**src/rtl/qam16_symbol_sequencer.sv**
```systemverilog
// -----------------------------------------------------------------------------
// qam16_symbol_sequencer
//
// Accepts 4-bit QAM-16 symbols over a valid/ready handshake, maps each one to
// signed I/Q amplitude words, and holds each symbol for one full carrier period
// of 2**width_sel samples.  While a symbol is held it drives the phase index
// `sel` and the `start` qualifier for the downstream sine/cosine carrier
// multipliers.  A one-entry holding buffer lets consecutive symbols run
// back-to-back with no gap in `start`.
//
// Level map selection:
//   QAM_GRAY_MAP_EN defined     : Gray map    00->-3, 01->-1, 11->+1, 10->+3
//   QAM_GRAY_MAP_EN not defined : binary map  00->-3, 01->-1, 10->+1, 11->+3
//
// Ports:
//   clk        in   system clock, rising edge
//   rst_n      in   asynchronous active-low reset
//   sym_in     in   symbol; [3:2] selects I level, [1:0] selects Q level
//   sym_valid  in   sym_in valid
//   sym_ready  out  holding buffer empty (driven straight from a flop)
//   i_data     out  signed I amplitude of the current symbol
//   q_data     out  signed Q amplitude of the current symbol
//   sel        out  carrier phase index of the current sample
//   start      out  i_data/q_data/sel are valid carrier inputs
//   sym_strobe out  one-cycle pulse on the first sample of each symbol
//   underrun   out  one-cycle pulse when a period ends with nothing buffered
// -----------------------------------------------------------------------------
module qam16_symbol_sequencer #(
  parameter int width_sym = 16,
  parameter int width_sel = 4,
  parameter int AMP_UNIT  = 2048
) (
  input  logic                        clk,
  input  logic                        rst_n,
  input  logic [3:0]                  sym_in,
  input  logic                        sym_valid,
  output logic                        sym_ready,
  output logic signed [width_sym-1:0] i_data,
  output logic signed [width_sym-1:0] q_data,
  output logic [width_sel-1:0]        sel,
  output logic                        start,
  output logic                        sym_strobe,
  output logic                        underrun
);

  typedef enum logic {IDLE, RUN} state_t;

  localparam logic [width_sel-1:0] SEL_MAX = '1;

  state_t                      state_q, state_d;
  logic                        buf_full_q, buf_full_d;
  logic [3:0]                  buf_sym_q, buf_sym_d;
  logic signed [width_sym-1:0] i_q, i_d;
  logic signed [width_sym-1:0] q_q, q_d;
  logic [width_sel-1:0]        sel_q, sel_d;
  logic                        start_q, start_d;
  logic                        strobe_q, strobe_d;
  logic                        underrun_q, underrun_d;
  logic                        accept;
  logic                        load;

  // Two-bit level selector to signed amplitude word.
  function automatic logic signed [width_sym-1:0] amp(input logic [1:0] bits);
    int lvl;
`ifdef QAM_GRAY_MAP_EN
    case (bits)
      2'b00:   lvl = -3;
      2'b01:   lvl = -1;
      2'b11:   lvl = 1;
      default: lvl = 3;
    endcase
`else
    case (bits)
      2'b00:   lvl = -3;
      2'b01:   lvl = -1;
      2'b10:   lvl = 1;
      default: lvl = 3;
    endcase
`endif
    return width_sym'(lvl * AMP_UNIT);
  endfunction

  always_comb begin
    state_d    = state_q;
    buf_full_d = buf_full_q;
    buf_sym_d  = buf_sym_q;
    i_d        = i_q;
    q_d        = q_q;
    sel_d      = sel_q;
    start_d    = start_q;
    strobe_d   = 1'b0;
    underrun_d = 1'b0;
    load       = 1'b0;

    // Ready is the registered "buffer empty" flag, so an accept can only
    // land in an empty buffer.
    accept = sym_valid && !buf_full_q;

    case (state_q)
      IDLE: begin
        start_d = 1'b0;
        if (buf_full_q) load = 1'b1;
      end
      default: begin
        if (sel_q != SEL_MAX) begin
          sel_d = sel_q + 1'b1;
        end else if (buf_full_q) begin
          load = 1'b1;
        end else begin
          state_d    = IDLE;
          start_d    = 1'b0;
          sel_d      = '0;
          i_d        = '0;
          q_d        = '0;
          underrun_d = 1'b1;
        end
      end
    endcase

    if (load) begin
      state_d    = RUN;
      i_d        = amp(buf_sym_q[3:2]);
      q_d        = amp(buf_sym_q[1:0]);
      sel_d      = '0;
      start_d    = 1'b1;
      strobe_d   = 1'b1;
      buf_full_d = 1'b0;
    end

    // A new symbol always goes through the buffer, even if it was just drained.
    if (accept) begin
      buf_full_d = 1'b1;
      buf_sym_d  = sym_in;
    end
  end

  always_ff @(posedge clk or negedge rst_n) begin
    if (!rst_n) begin
      state_q    <= IDLE;
      buf_full_q <= 1'b0;
      i_q        <= '0;
      q_q        <= '0;
      sel_q      <= '0;
      start_q    <= 1'b0;
      strobe_q   <= 1'b0;
      underrun_q <= 1'b0;
    end else begin
      state_q    <= state_d;
      buf_full_q <= buf_full_d;
      i_q        <= i_d;
      q_q        <= q_d;
      sel_q      <= sel_d;
      start_q    <= start_d;
      strobe_q   <= strobe_d;
      underrun_q <= underrun_d;
    end
  end

  // Buffer payload is qualified by buf_full_q, so it needs no reset.
  always_ff @(posedge clk) begin
    buf_sym_q <= buf_sym_d;
  end

  assign sym_ready  = !buf_full_q;
  assign i_data     = i_q;
  assign q_data     = q_q;
  assign sel        = sel_q;
  assign start      = start_q;
  assign sym_strobe = strobe_q;
  assign underrun   = underrun_q;

endmodule

```
**config.mk**
```make
export PLATFORM = sky130hd
export DESIGN_NAME = qam16_symbol_sequencer
export DESIGN_NICKNAME = d
export VERILOG_FILES = /design/src/rtl/qam16_symbol_sequencer.sv
export SDC_FILE = /design/constraint.sdc
export NUM_CORES = 1
export LEC_CHECK = 0
export ABC_AREA = 1
export CAP_MARGIN = 20
export CORE_MARGIN = 1
export CORE_UTILIZATION = 42
export DETAILED_ROUTE_END_ITERATION = 8
export MAX_ROUTING_LAYER = met4
export PLACE_DENSITY = 0.84
export RECOVER_POWER = 100
export SLEW_MARGIN = 20
export SYNTH_ARGS = -nofsm -noshare
export SYNTH_HDL_FRONTEND = slang
export SYNTH_SLANG_ARGS = --single-unit
```
**constraint.sdc**
```tcl
create_clock -name clk -period 2.9 [get_ports clk]
set_clock_uncertainty 0.2 [all_clocks]
set_input_delay 0.29 -clock clk [delete_from_list [all_inputs] [get_ports clk]]
set_output_delay 0.29 -clock clk [all_outputs]
set_load 0.01 [all_outputs]
```
# Word level (Yosys, flattened, before mapping)
# Index checks and enable logic that the tools add are counted.
# word_totals
register_bits,45
input_bits,7
out_inout_bits,40
word_cells,56
# op_classes
addsub,1
n_eq_ne,10
n_mux,27
n_reduce_logical,9
# op_table
operator,count
$mux W16,5
$pmux W5 S3,2
$mux W1,16
$mux W4,4
$add A4 B1 Y4 const B,1
$eq A2 B1 Y1 const B,2
$eq A2 B2 Y1 const B,2
$logic_not A2 Y1,2
$ne A4 B4 Y1 const B,1
$reduce_and A2 Y1,2
$reduce_bool A2 Y1,2
$ne A3 B1 Y1 const B,1
$ne A3 B2 Y1 const B,1
$ne A3 B3 Y1 const B,1
$reduce_and A3 Y1,1
$ne A2 B1 Y1 const B,1
$ne A2 B2 Y1 const B,1
$logic_and A1 B1 Y1,1
$logic_not A1 Y1,1

# Logic depth before layout (Yosys ltp)
# logic_depth
word_depth,5
ltp_mapped,6
depth_no_buf,6

# Worst setup path before layout
# OpenSTA, ideal clock, no wires.
# synth_path
kind,flip-flop to flip-flop
start,register sel_q[0] (netlist: sel[0])
end,register sel_q[2] (netlist: sel[2])
setup_time_ns,0.069
t_arrival_ns,1.122
t_required_ns,2.631
setup_slack_ns,1.510
path_stages_with_launch,7
path_buffers,0
synth_period_minus_slack_ns,1.390
path_cell_list,dfrtp_1 > ha_1 > nand3_2 > nand2_4 > nand2_2 > clkinv_1 > nor2_2
# synth_between
elab_chain_cells,5
elab_cells_between_ends,10
classes_between,1 x add/sub; 2 x eq/ne; 5 x mux; 2 x reduce/logical
# synth_lines
item,line,text
start: declaration,55,"logic [width_sel-1:0] sel_q, sel_d;"
start signal: assignment,152,sel_q <= sel_d;
branches (longest 5 deep; another with $add A4 B1 Y4),n/a,
# Parallel ways; which one is timed is not known. The select of a mux whose other input is x is not followed.
# A chain may end at the register's enable or synchronous reset.

# Final worst setup path
# layout_path
start,register buf_full_q
end,output sym_ready
# layout_between
elab_chain_cells,1
# layout_lines
item,line,text
start: declaration,51,"logic buf_full_q, buf_full_d;"
start signal: assignment,149,buf_full_q <= buf_full_d;
$logic_not A1 Y1,164,assign sym_ready = !buf_full_q;
end: declaration,37,"output logic sym_ready,"
# No other way between the ends.

==> results.md <==
- Post-CTS Setup Repair Bufs: 0
- # DRC: 0
- DIE HEIGHT: 49.1 um
- Skew-Pair Late Insertion Delay: 290 ps
- Post-Syn Instances: 98
- Fraction of layout cells with a size suffix above 1: 0.0583
- Peak supply drop: 0.000519 V
- CTS buffer count: 3
- Seq/Total Area, Yosys: 0.505
- Die Wd: 49.1 um
- Pwr dens: 931 nW/um2
- Outcome: completed
- Routed Antenna Nets: 0
- CP required: 2410 ps
- Site Rows: 16
- Largest net degree at the start of global routing: 15
- Final Wtd Congestion: 0.752
- Share of the synthesized area in the top cell type: 0.376
- P_leak: 0.000584 uW
- Final Worst Setup Slack: 839 ps
- Core region area: 2020 um2
- Seq. cell area: 470 um2
- Worst-case clock buffer depth: 2
- Wire per inst: 9.27 um
- Top-count cell post-synth: buf_4
- Final min period: 2060 ps
- Initial antenna violation count: 0
- Fillers: 207
- YS warnings: 0
- Die area: 2410 um2
- Ys flop type: dfrtp_1
- Top post-synthesis cells by area: dfrtp_1 (38%), buf_4 (22%), edfxtp_1 (13%)
- First-pass GRT wire length: 2.29 mm
- Starting Density: 0.461
- Worst-Margin Slew: 620 ps
- Number of synthesized flops with an enable pin: 4
- Num ports: 47
- Pre-Repair DR Iteration Count: 4
- Area of the multi-input gates: 287 um2
- Layout area overhead: 17.0%
- Worst hold path class: primary input to asynchronous set/reset pin
- Slew Viols, Final: 0
- Setup violators final: 0
- Routed wire length: 1.36 mm
- Async SR Flop Fraction: 0.778
- Setup crit end kind: output pin
- Clock sink total: 18
- CTS tree: done
- Setup CP Type: flip-flop to output pin
- Tcrit/Tclk final: 0.711
- Vias in the first global route: 545
- Average via count per standard cell: 4.28
- Mapped Area: 932 um2
- Syn avg cell area: 9.51 um2
- Port bufs: 24
- Crit path DAT: 1570 ps
- Yosys top cell by area: dfrtp_1
- Crit path max fanout: 7
- # Max-Cap Violations: 0
- NumNets Final: 129
- Hpwl dp: 1.07 mm
- Setup TNS: 0 ps
- Cts hold-fix bufs: 0
- CP startpoint kind: flip-flop
- Slew headroom: 0.585
- R2r setup slk: 1210 ps
- Global Route Usage Sum: 0.131
- Pre-CTS setup slack: 1290 ps
- Top cells by count, synth: buf_4 (27), nand2_1 (24), dfrtp_1 (14), inv_1 (6), nand3_1 (5)
- Vias after detailed routing: 629
- CTS H-tree depth: 1
- Flops & latches, synth: 18
- Post-CTS sizing: 0
- Max Freq: 485 MHz
- Reg clk slew, reported paths: 100 ps
- RSZ-0062 raised after global routing: no
- Cell variety after synth: 18
- Initial drt markers: 7
- Total power: 1020 uW
- Root Buffer: clkbuf_4
- Antenna Cells: 0
- Final hold violation count: 0
- Gr ovfl total: 0
registers in the layout, summed over array words and instances (netlist names):
name,flops
state_q,1
q_data,3
i_data,2
buf_full_q,1
sel,4
underrun,1
sym_strobe,1
buf_sym_q,4
start,1
metrics by stage:
step | std cells | util | instance area, um2 | hold WS (ps)
after floorplan | 119 | - | 1010 | -206
after global placement | 143 | 0.535 | 1080 | 259
after detailed placement | 143 | 0.535 | 1080 | 267
after CTS | 147 | 0.548 | 1110 | 193
after global routing | 147 | 0.540 | 1090 | 285
final | 147 | 0.540 | 1090 | 239
worst paths after layout:
check                      startpoint    endpoint  cells past startpoint
min in group clk                start       start                      2
max in group asynchronous       rst_n  q_data[12]                      1
setup reg to reg               sel[0]      sel[2]                      6
hold reg to reg                 start       start                      2
setup / recovery           buf_full_q   sym_ready                      2
hold / removal                  rst_n      sel[3]                      1
area by class of cell:
cell class,count,share of cell area
clock inverters,1,0.00344
flip-flops and latches,18,0.431
repair buffers,24,0.220
clock buffers,3,0.0206
inverters,9,0.0310
well taps,27,0.0310
multi-input cells,65,0.263
cells by family (layout without fill, tap and decap cells):
kind of cell / count (synthesis) / after routing / share of synthesized area
other cells: 1 / 22 / 0.00402
simple gates: 40 / 40 / 0.213
fa+ha+maj: 1 / 1 / 0.0134
buf+inv: 36 / 37 / 0.254
compound gates: 2 / 2 / 0.0107
flops: 18 / 18 / 0.505
worst max-delay path, cell delays in order, from the launching register on:
cell	delay (ps)
dfrtp_1	450
inv_1	190
dlygate4sd3_1	630
per-layer routing:
layer  GRT usage  up-vias  wire [um]
li1            -      299          -
met1       0.148      291        560
met2       0.215       36        671
met3      0.0374        3        105
met4      0.0588        0         25
met5           -        -          0
power breakdown:
part	switching, uW	internal (uW)
clock	75.2	50.1
combinational	239	219
sequential	79.4	353
total	394	622
placed cells by master (no fill, tap or decap):
cell	netlist	routed
clkbuf_4	0	3
clkdlybuf4s50_1	0	1
clkinv_1	1	2
conb_1	1	22
dfrtp_1	14	14
dlygate4sd3_1	0	23
edfxtp_1	4	4
ha_1	1	1
inv_1	6	7
inv_2	2	1
nand2_1	24	27
nand2_4	2	1
nand3_1	5	6
nand3b_1	2	2
nand4_1	1	1
nor2_2	2	2
nor3_1	1	1
o21ai_0	2	2
(Power assumes the default switching activity.)
